File: src/rtl/mips_alu_pkg.sv
// Shared definitions for the MIPS32 ALU issue path: ALU op codes,
// opcode/funct encodings, the issue payload and the skid buffer states.
package mips_alu_pkg;

    // ALU operation codes
    localparam logic [3:0] ALU_AND  = 4'd0;
    localparam logic [3:0] ALU_OR   = 4'd1;
    localparam logic [3:0] ALU_XOR  = 4'd2;
    localparam logic [3:0] ALU_NOR  = 4'd3;
    localparam logic [3:0] ALU_ADD  = 4'd4;
    localparam logic [3:0] ALU_SUB  = 4'd5;
    localparam logic [3:0] ALU_SLL  = 4'd6;
    localparam logic [3:0] ALU_SRL  = 4'd7;
    localparam logic [3:0] ALU_SRA  = 4'd8;
    localparam logic [3:0] ALU_LUI  = 4'd9;
    localparam logic [3:0] ALU_SLT  = 4'd10;
    localparam logic [3:0] ALU_SLTU = 4'd11;

    // Primary opcodes
    localparam logic [5:0] OP_RTYPE = 6'h00;
    localparam logic [5:0] OP_ADDI  = 6'h08;
    localparam logic [5:0] OP_ADDIU = 6'h09;
    localparam logic [5:0] OP_SLTI  = 6'h0A;
    localparam logic [5:0] OP_SLTIU = 6'h0B;
    localparam logic [5:0] OP_ANDI  = 6'h0C;
    localparam logic [5:0] OP_ORI   = 6'h0D;
    localparam logic [5:0] OP_XORI  = 6'h0E;
    localparam logic [5:0] OP_LUI   = 6'h0F;

    // R-type funct codes
    localparam logic [5:0] FN_SLL  = 6'h00;
    localparam logic [5:0] FN_SRL  = 6'h02;
    localparam logic [5:0] FN_SRA  = 6'h03;
    localparam logic [5:0] FN_SLLV = 6'h04;
    localparam logic [5:0] FN_SRLV = 6'h06;
    localparam logic [5:0] FN_SRAV = 6'h07;
    localparam logic [5:0] FN_ADD  = 6'h20;
    localparam logic [5:0] FN_ADDU = 6'h21;
    localparam logic [5:0] FN_SUB  = 6'h22;
    localparam logic [5:0] FN_SUBU = 6'h23;
    localparam logic [5:0] FN_AND  = 6'h24;
    localparam logic [5:0] FN_OR   = 6'h25;
    localparam logic [5:0] FN_XOR  = 6'h26;
    localparam logic [5:0] FN_NOR  = 6'h27;
    localparam logic [5:0] FN_SLT  = 6'h2A;
    localparam logic [5:0] FN_SLTU = 6'h2B;

    // Payload handed from the issue stage to EX
    typedef struct packed {
        logic [3:0]  alu_ctrl;
        logic [31:0] src_a;
        logic [31:0] src_b;
        logic [4:0]  dst;
        logic        reg_write;
        logic        illegal;
    } issue_t;

    // Skid buffer occupancy, encoded as {out_valid, skid_valid}
    typedef enum logic [1:0] {
        SKID_EMPTY = 2'b00,
        SKID_FULL1 = 2'b10,
        SKID_FULL2 = 2'b11
    } skid_state_e;

    function automatic logic [31:0] sign_ext16(input logic [15:0] imm);
        return {{16{imm[15]}}, imm};
    endfunction

endpackage

File: src/rtl/alu_op_decoder.sv
// Combinational decode of an ALU-class MIPS32 instruction into the
// ALU op code, both operands and the write-back destination.
module alu_op_decoder
    import mips_alu_pkg::*;
(
    input  logic [31:0] instr,
    input  logic [31:0] rs_data,
    input  logic [31:0] rt_data,
    output issue_t      payload
);

    logic [5:0]  opcode;
    logic [5:0]  funct;
    logic [4:0]  rt;
    logic [4:0]  rd;
    logic [4:0]  shamt;
    logic [15:0] imm;
    logic        unused_rs_field;

    assign opcode = instr[31:26];
    assign rt     = instr[20:16];
    assign rd     = instr[15:11];
    assign shamt  = instr[10:6];
    assign funct  = instr[5:0];
    assign imm    = instr[15:0];

    // rs arrives already resolved as rs_data
    assign unused_rs_field = ^instr[25:21];

    logic        legal;
    logic [3:0]  ctrl;
    logic [31:0] src_a;
    logic [31:0] src_b;
    logic [4:0]  dst;

    // Select op code, operands and destination; anything unmatched is illegal
    always_comb begin
        legal = 1'b0;
        ctrl  = ALU_AND;
        src_a = rs_data;
        src_b = rt_data;
        dst   = rd;
        if (opcode == OP_RTYPE) begin
            case (funct)
                FN_AND:           begin legal = 1'b1; ctrl = ALU_AND;  end
                FN_OR:            begin legal = 1'b1; ctrl = ALU_OR;   end
                FN_XOR:           begin legal = 1'b1; ctrl = ALU_XOR;  end
                FN_NOR:           begin legal = 1'b1; ctrl = ALU_NOR;  end
                FN_ADD, FN_ADDU:  begin legal = 1'b1; ctrl = ALU_ADD;  end
                FN_SUB, FN_SUBU:  begin legal = 1'b1; ctrl = ALU_SUB;  end
                FN_SLT:           begin legal = 1'b1; ctrl = ALU_SLT;  end
                FN_SLTU:          begin legal = 1'b1; ctrl = ALU_SLTU; end
                FN_SLL:  begin legal = 1'b1; ctrl = ALU_SLL; src_a = {27'b0, shamt}; end
                FN_SRL:  begin legal = 1'b1; ctrl = ALU_SRL; src_a = {27'b0, shamt}; end
                FN_SRA:  begin legal = 1'b1; ctrl = ALU_SRA; src_a = {27'b0, shamt}; end
                FN_SLLV:          begin legal = 1'b1; ctrl = ALU_SLL;  end
                FN_SRLV:          begin legal = 1'b1; ctrl = ALU_SRL;  end
                FN_SRAV:          begin legal = 1'b1; ctrl = ALU_SRA;  end
                default:          legal = 1'b0;
            endcase
        end else begin
            dst = rt;
            case (opcode)
                OP_ADDI, OP_ADDIU: begin legal = 1'b1; ctrl = ALU_ADD;  src_b = sign_ext16(imm); end
                OP_SLTI:           begin legal = 1'b1; ctrl = ALU_SLT;  src_b = sign_ext16(imm); end
                OP_SLTIU:          begin legal = 1'b1; ctrl = ALU_SLTU; src_b = sign_ext16(imm); end
                OP_ANDI:           begin legal = 1'b1; ctrl = ALU_AND;  src_b = {16'b0, imm};    end
                OP_ORI:            begin legal = 1'b1; ctrl = ALU_OR;   src_b = {16'b0, imm};    end
                OP_XORI:           begin legal = 1'b1; ctrl = ALU_XOR;  src_b = {16'b0, imm};    end
                OP_LUI: begin
                    legal = 1'b1;
                    ctrl  = ALU_LUI;
                    src_a = '0;
                    src_b = {16'b0, imm};
                end
                default:           legal = 1'b0;
            endcase
        end
    end

    // Illegal encodings travel as a zeroed payload flagged illegal
    always_comb begin
        payload = '0;
        if (legal) begin
            payload.alu_ctrl  = ctrl;
            payload.src_a     = src_a;
            payload.src_b     = src_b;
            payload.dst       = dst;
            payload.reg_write = 1'b1;
        end else begin
            payload.illegal   = 1'b1;
        end
    end

endmodule

File: src/rtl/alu_issue_stage.sv
// ID->EX issue stage: decodes an ALU instruction and presents it to EX
// through a registered output plus a one-entry skid buffer.
module alu_issue_stage
    import mips_alu_pkg::*;
(
    input  logic        clk,
    input  logic        rst_n,
    input  logic        in_valid,
    output logic        in_ready,
    input  logic [31:0] in_instr,
    input  logic [31:0] in_rs_data,
    input  logic [31:0] in_rt_data,
    input  logic        flush,
    output logic        out_valid,
    input  logic        out_ready,
    output logic [3:0]  out_alu_ctrl,
    output logic [31:0] out_src_a,
    output logic [31:0] out_src_b,
    output logic [4:0]  out_dst,
    output logic        out_reg_write,
    output logic        out_illegal
);

    skid_state_e state_q;
    skid_state_e state_d;
    issue_t      dec;
    issue_t      out_q;
    issue_t      skid_q;
    logic        skid_valid;
    logic        in_xfer;
    logic        load_out_from_in;
    logic        load_out_from_skid;
    logic        load_skid;

    alu_op_decoder u_dec (
        .instr   (in_instr),
        .rs_data (in_rs_data),
        .rt_data (in_rt_data),
        .payload (dec)
    );

    assign out_valid  = (state_q != SKID_EMPTY);
    assign skid_valid = (state_q == SKID_FULL2);
    assign in_ready   = rst_n & ~skid_valid;
    assign in_xfer    = in_valid & in_ready;

    // Occupancy transitions and which register captures what; flush
    // suppresses every load so an incoming entry is simply dropped
    always_comb begin
        state_d            = state_q;
        load_out_from_in   = 1'b0;
        load_out_from_skid = 1'b0;
        load_skid          = 1'b0;
        if (flush) begin
            state_d = SKID_EMPTY;
        end else begin
            case (state_q)
                SKID_EMPTY: begin
                    if (in_xfer) begin
                        state_d          = SKID_FULL1;
                        load_out_from_in = 1'b1;
                    end
                end
                SKID_FULL1: begin
                    if (in_xfer && out_ready) begin
                        load_out_from_in = 1'b1;
                    end else if (in_xfer) begin
                        state_d   = SKID_FULL2;
                        load_skid = 1'b1;
                    end else if (out_ready) begin
                        state_d = SKID_EMPTY;
                    end
                end
                SKID_FULL2: begin
                    if (out_ready) begin
                        state_d            = SKID_FULL1;
                        load_out_from_skid = 1'b1;
                    end
                end
                default: state_d = SKID_EMPTY;
            endcase
        end
    end

    // Occupancy register
    always_ff @(posedge clk) begin
        if (!rst_n) state_q <= SKID_EMPTY;
        else        state_q <= state_d;
    end

    // Output and skid payload registers
    always_ff @(posedge clk) begin
        if (!rst_n) begin
            out_q  <= '0;
            skid_q <= '0;
        end else begin
            if (load_out_from_in)        out_q <= dec;
            else if (load_out_from_skid) out_q <= skid_q;
            if (load_skid)               skid_q <= dec;
        end
    end

    assign out_alu_ctrl  = out_q.alu_ctrl;
    assign out_src_a     = out_q.src_a;
    assign out_src_b     = out_q.src_b;
    assign out_dst       = out_q.dst;
    assign out_reg_write = out_q.reg_write;
    assign out_illegal   = out_q.illegal;

endmodule

File: config.mk
export PLATFORM = sky130hd
export DESIGN_NAME = alu_issue_stage
export DESIGN_NICKNAME = d
export VERILOG_FILES = /design/src/rtl/mips_alu_pkg.sv /design/src/rtl/alu_op_decoder.sv /design/src/rtl/alu_issue_stage.sv
export SDC_FILE = /design/constraint.sdc
export NUM_CORES = 1
export LEC_CHECK = 0
export ABC_AREA = 1
export CAP_MARGIN = 20
export CORE_UTILIZATION = 50
export DETAILED_ROUTE_END_ITERATION = 16
export PLACE_DENSITY_LB_ADDON = 0.08
export SLEW_MARGIN = 20
export SYNTH_ARGS = -nofsm -noshare
export SYNTH_HDL_FRONTEND = slang
export SYNTH_SLANG_ARGS = --single-unit
File: constraint.sdc
create_clock -name clk -period 2 [get_ports clk]
set_input_delay 0.3 -clock clk [delete_from_list [all_inputs] [get_ports clk]]
set_output_delay 0.3 -clock clk [all_outputs]
set_load 0.02 [all_outputs]
==> results.ini, run 1 <==
[sta]
timing.final.hold_violations=0
timing.slew.headroom_pct=67.0
setup_viol_count_final=0
rsz0062_at_grt=false
max_freq_ghz=0.539
worstMarginPinSlew_ns=0.495
timing.clock.skew_ns=0.00526
finalCritPeriodShare_pct=92.8
timing_max_transition_violations_final=0
fin_crit_ns=1.86

[cts]
htree_levels=4
clock-sinks=152
clkSlewWorstSetupHoldPaths_ns=0.06
numCtsBuffers=17
clock_latency_ns=0.43
cts.path.max_buffers=2
tritoncts=built
cts.repair_timing.setup_buffer_count=0
clk_root_buffer_cell=sky130_fd_sc_hd__clkbuf_16

[synthesis]
synth_mux_area_share_pct=0
postSynthNetCount=1379
netlist.area_leader.share_pct=37.6
synth.area.top_cells=sky130_fd_sc_hd__dfxtp_1 (38%), sky130_fd_sc_hd__nand2_1 (17%), sky130_fd_sc_hd__nand3_1 (10%)
post_synth_edffs=0
post_synth_instance_area_sq_um=8090
synth_top_family_by_area=simple AND/OR/NAND/NOR gates
netlist_top_cells_count=sky130_fd_sc_hd__nand2_1 (357), sky130_fd_sc_hd__nand3_1 (161), sky130_fd_sc_hd__dfxtp_1 (152)
netlist_instances=1274
yosys_warnings=0
yosys.cell_count.top_type=sky130_fd_sc_hd__nand2_1
synth_compound_area_share_pct=11.6
synth-seq-cells=152
yosys.area_share.adder_pct=0.619
synth_area_per_cell_sq_um=6.35
ys_types=24
yosys.area_share.xor_xnor_pct=0
synth_simple_gate_area_share_pct=38.4
netlist.top_cell.by_area=sky130_fd_sc_hd__dfxtp_1
synthArstFlopShare_pct=0
ys.flop_type=sky130_fd_sc_hd__dfxtp_1
synth-seq-area-share_pct=37.6

[power_and_ir_drop]
seq_power_share_pct=42.3
power.static_leakage_nw=5.07
power-per-cell-area_nw_per_um2=665
clock_power_share_pct=46.5
power.net_switching_mw=1.72
power.combinational.fraction_pct=11.2
vdd_drop_max_v=0.000579
switching_share_pct=23.7
p_int_mw=5.55

[finish]
diodes=0
area_growth_from_synthesis_to_final_layout_pct=35.1
layout-drive-gt1-share_pct=7.41
nNetsFinal=1524
final_core_util_pct=69.0
number_of_cells_in_the_finished_layout_apart_from_fillers=1647

[worst_setup_path]
crit_path_start_kind=flop
worst-r2r-setup-slack_ns=0.20
timing_worst_setup_path_type=flop to output pin
cp-end-kind=output pin
critical_path.max_fanout=4
critical_path_required_ns=1.70
critPathMaxStageDelay_ns=0.33
worst_setup_path_endpoint=in_ready
chain_of_cells_forming_the_critical_path=ha_1, buf_4, nor2_1, dlygate4sd2_1
critical-path-slowest-cell=sky130_fd_sc_hd__dfxtp_1
startpoint=state_q[0]$_SDFFE_PP0P_
crit-reg2reg-capture=out_alu_ctrl[2]$_SDFFE_PN0P_
worst_r2r_startpoint=state_q[0]$_SDFFE_PP0P_
worstRegToRegCells=10
critical_path_arrival_ns=1.56

[grt]
grt-ovfl-total=0
antenna_found_initial=0
grt_pass1_vias=7818
grt_max_degree=116
overall_track_demand_over_capacity_in_global_routing_pct=29.4
grt_pass1_wl_mm=38.8

[outcome]
status=complete, no violations

[floorplanning]
floorplan.rows=46
design.die.area_sq_um=16700
design.portCount=178
die_y_microns=129
start_util_pct=51.1
design.core.area_sq_um=15800
die_width_microns=129

[detailed_routing]
detail_route.iter0.violations=670
route.final.wire_length_mm=24.0
drt-vias-per-instance=5.34
remaining_drc_errors=0
drt-pass1-iter-count=5
vias_post_dr=8792
detail-route-antenna-nets=0
post_drt_wl_per_cell_microns=14.6

[placed_design]
finalWeightedCongestion=0.889
io_buffer_count=172
hpwlAfterDp_mm=15.2
place_inst=1616

[flow_run]
drv.max_cap_violation_count=0

[worst_hold_path]
hold_path_class=primary input to flop

[worst max-delay path, delay by kind of cell (launching register included)]
family | cells | cell delay (ns)
flops | 1 | 0.33
fa+ha+maj | 1 | 0.23
simple gates | 1 | 0.09
buf+inv | 2 | 0.48
[power by group through the flow]
stage | Combinational [mW] | Sequential, mW | Clock (mW)
after global placement | 0.804 | 3.14 | 0
after floorplan | 0.383 | 3.15 | 0
after CTS | 0.814 | 3.07 | 3.40
after detailed placement | 0.811 | 3.14 | 0
final | 0.816 | 3.07 | 3.38
after global routing | 0.897 | 3.07 | 3.52
[state kept, by name, indices dropped and copies added, names as in the netlist]
register / flops
state_q: 2
out_src_a: 32
out_alu_ctrl: 4
skid_q: 75
out_illegal: 1
out_dst: 5
out_reg_write: 1
out_src_b: 32
[how the worst min path moves through the flow]
stage / end / depth (start not counted) / slack, ns / startpoint
after floorplan: skid_q[0]$_SDFFE_PN0P_ / 2 / 0.44 / skid_q[0]$_SDFFE_PN0P_
after global placement: skid_q[0]$_SDFFE_PN0P_ / 2 / 0.45 / skid_q[0]$_SDFFE_PN0P_
after detailed placement: skid_q[0]$_SDFFE_PN0P_ / 2 / 0.45 / skid_q[0]$_SDFFE_PN0P_
after CTS: out_reg_write$_SDFFE_PN0P_ / 2 / 0.47 / out_reg_write$_SDFFE_PN0P_
after global routing: out_src_a[16]$_SDFFE_PN0P_ / 4 / 0.48 / rst_n
final: out_src_a[16]$_SDFFE_PN0P_ / 4 / 0.44 / rst_n
[kinds of logic after synthesis]
logic type	Yosys count
simple gates	708
flops	152
buf+inv	224
compound gates	186
fa+ha+maj	4
[stage by stage]
| stage | total power [mW] | setup TNS (ns) | hold slack (ns) | setup WS (ns) | area, sq um |
|---|---|---|---|---|---|
| 2_1_floorplan | 3.54 | 0 | 0.444 | 0.377 | 8090 |
| 6_report | 7.27 | 0 | 0.443 | 0.143 | 10900 |
| 5_1_grt | 7.49 | 0 | 0.479 | 0.0201 | 10900 |
| 4_1_cts | 7.28 | 0 | 0.466 | 0.0773 | 10900 |
| 3_3_place_gp | 3.94 | -0.604 | 0.451 | -0.0367 | 10300 |
| 3_5_place_dp | 3.95 | -1.30 | 0.454 | -0.0603 | 10300 |
[area by class of cell]
cell class | instances | area, sq um
clock buffer | 24 | 502
clock inverter | 7 | 114
fill | 1389 | 4910
inverter | 123 | 467
multi-input combinational | 898 | 4130
sequential | 152 | 3040
tap | 216 | 270
timing repair buffer | 227 | 2390
[cells in the final DEF (no fill, tap or decap), drive strengths merged]
cell type and instances:
bufinv 3, nand3 164, dfxtp 152, nand2 360, a21oi 83, ha 4
o21ai 101, o211ai 2, nor3 1, dlygate4sd2 2, clkinv 3, nand4 78
nor2 104, clkdlybuf4s50 169, and2 1, clkbuf 24, inv 124, buf 56
[metal layers]
metal	vias up	global-route usage, %	routed length (microns)
met1	3973	37.7	10600
li1	4452	-	-
met5	-	0	0
met4	0	9.00	399
met3	36	5.53	1630
met2	331	50.1	11400
[what timing repair did]
item,in CTS,in global routing
resized for setup,2,2
endpoints found under the hold margin,0,0
hold buffers,0,0
setup endpoints to repair,2,26
(Power assumes the default switching activity.)
==> run 2: changes to the inputs <==
CORE_MARGIN = 1   (was not set)
CTS_CLUSTER_SIZE = 14   (was not set)
clock period = 1.8 ns   (was 2 ns; I/O delays follow)
==> results.ini, run 2 (synthesis results as in run 1) <==
[outcome]
status=complete, no violations

[cts]
clkSlewWorstSetupHoldPaths_ns=0.06
clock-sinks=152
tritoncts=built
htree_levels=4
cts.path.max_buffers=2
clk_root_buffer_cell=sky130_fd_sc_hd__clkbuf_16
post_cts_hold_buffer_count=0
numCtsBuffers=17
clock_latency_ns=0.43

[grt]
grt_pass1_vias=8050
grt_max_degree=109
antenna_found_initial=0
overall_track_demand_over_capacity_in_global_routing_pct=29.9
grt_pass1_wl_mm=39.5
grt-ovfl-total=0

[detailed_routing]
drt-pass1-iter-count=5
detail_route.iter0.violations=636
remaining_drc_errors=0
vias_post_dr=9063
post_drt_wl_per_cell_microns=15.1
route.final.wire_length_mm=25.4
detail-route-antenna-nets=0
drt-vias-per-instance=5.40

[sta]
finalCritPeriodShare_pct=95.2
setup_viol_count_final=0
worstMarginPinSlew_ns=0.487
timing.clock.skew_ns=0.00583
finalHoldWorstSlack_ns=0.302
timing.slew.headroom_pct=67.5
fin_crit_ns=1.71
timing_max_transition_violations_final=0
rsz0062_at_grt=true
timing.final.hold_violations=0
fin_tns_setup_ns=0
max_freq_ghz=0.584
fin_ws_ns=0.0867

[worst_setup_path]
critical-path-slowest-cell=sky130_fd_sc_hd__clkdlybuf4s50_1
critical_path_arrival_ns=1.44
critical_path_required_ns=1.53
chain_of_cells_forming_the_critical_path=clkdlybuf4s50_1
crit_path_start_kind=flop
cp-end-kind=output pin
critPathMaxStageDelay_ns=0.63
timing_worst_setup_path_type=flop to output pin
critical_path.max_fanout=2
critical-path-top-delay-family=buffers and inverters
path_buf_inv=1

[finish]
final_core_util_pct=71.0
area_growth_from_synthesis_to_final_layout_pct=38.9
layout-drive-gt1-share_pct=10.1
most-common-layout-cells=sky130_fd_sc_hd__nand2_1 (355), sky130_fd_sc_hd__clkdlybuf4s50_1 (169), sky130_fd_sc_hd__nand3_1 (158)
top_register=skid_q
diodes=0
commonest_non_fill_non_tap_cell_in_the_layout=sky130_fd_sc_hd__nand2_1
largest_register_ff_count=75
nNetsFinal=1553
final_design_area_excluding_fillers_sq_um=11200
number_of_cells_in_the_finished_layout_apart_from_fillers=1677

[floorplanning]
design.die.area_sq_um=16700
floorplan.rows=46
die_width_microns=129
design.core.area_sq_um=15800
design.portCount=178
start_util_pct=51.1
die_y_microns=129

[power_and_ir_drop]
power.net_switching_mw=2.04
power.combinational.fraction_pct=11.8
clock_power_share_pct=46.3
seq_power_share_pct=41.9
power-per-cell-area_nw_per_um2=726
switching_share_pct=25.0
vdd_drop_max_v=0.000750
p_int_mw=6.11
post-layout-total-power_mw=8.15
power.static_leakage_nw=5.20

[worst_hold_path]
hold_path_class=primary input to flop

[placed_design]
placement.cell_area_sq_um=10400
place_inst=1639
hpwlAfterDp_mm=15.8
io_buffer_count=172
place_ws_ns=-0.203
finalWeightedCongestion=0.892

[flow_run]
drv.max_cap_violation_count=0

[run 2: cell count changes in the layout (fill, tap and decap cells not counted), sizes merged]
cell         delta
buf            +26
clkbuf          +1
clkinv          +3
clkinvlp        +2
dlygate4sd2     -2
[run 2: cell type report]
class	count	area, sq um
Fill cell	1362	4600
Multi-Input combinational cell	898	4180
Sequential cell	152	3040
Timing Repair Buffer	256	2640
Inverter	123	472
Clock buffer	20	457
Tap cell	216	270
Clock inverter	12	166
[run 2: power by group through the flow]
stage                     Sequential (mW)  Clock [mW]  Combinational [mW]
final                                3.41        3.77               0.966
after floorplan                      3.50           0               0.425
after global routing                 3.41        3.94                1.06
after detailed placement             3.49           0               0.922
after global placement               3.49           0               0.916
after CTS                            3.41        3.80               0.927
[run 2: what timing repair did]
item	in CTS	in global routing
setup buffers	0	2
resized for setup	6	20
endpoints found under the setup margin	28	152
gates cloned	0	4
pin swaps	0	1
[run 2: final timing paths]
kind	cells after the start	slack, ns	start	end
worst max-delay path	1	0.09	out_alu_ctrl[3]$_SDFFE_PN0P_	out_alu_ctrl[3]
worst min-delay path	4	0.30	rst_n	out_dst[3]$_SDFFE_PN0P_
worst max register to register	11	0.10	state_q[0]$_SDFFE_PP0P_	out_src_b[27]$_SDFFE_PN0P_
worst min register to register	2	0.47	skid_q[0]$_SDFFE_PN0P_	skid_q[0]$_SDFFE_PN0P_
[run 2: layer usage]
| layer | up-vias | wire, microns | share of wire (%) | global-route usage (%) |
|---|---|---|---|---|
| met2 | 378 | 12200 | 48 | 50.4 |
| met4 | 0 | 472 | 1.9 | 12.0 |
| li1 | 4500 | - | - | - |
| met1 | 4146 | 10900 | 43 | 38.1 |
| met5 | - | 0 | 0 | 0 |
| met3 | 39 | 1830 | 7.2 | 5.04 |
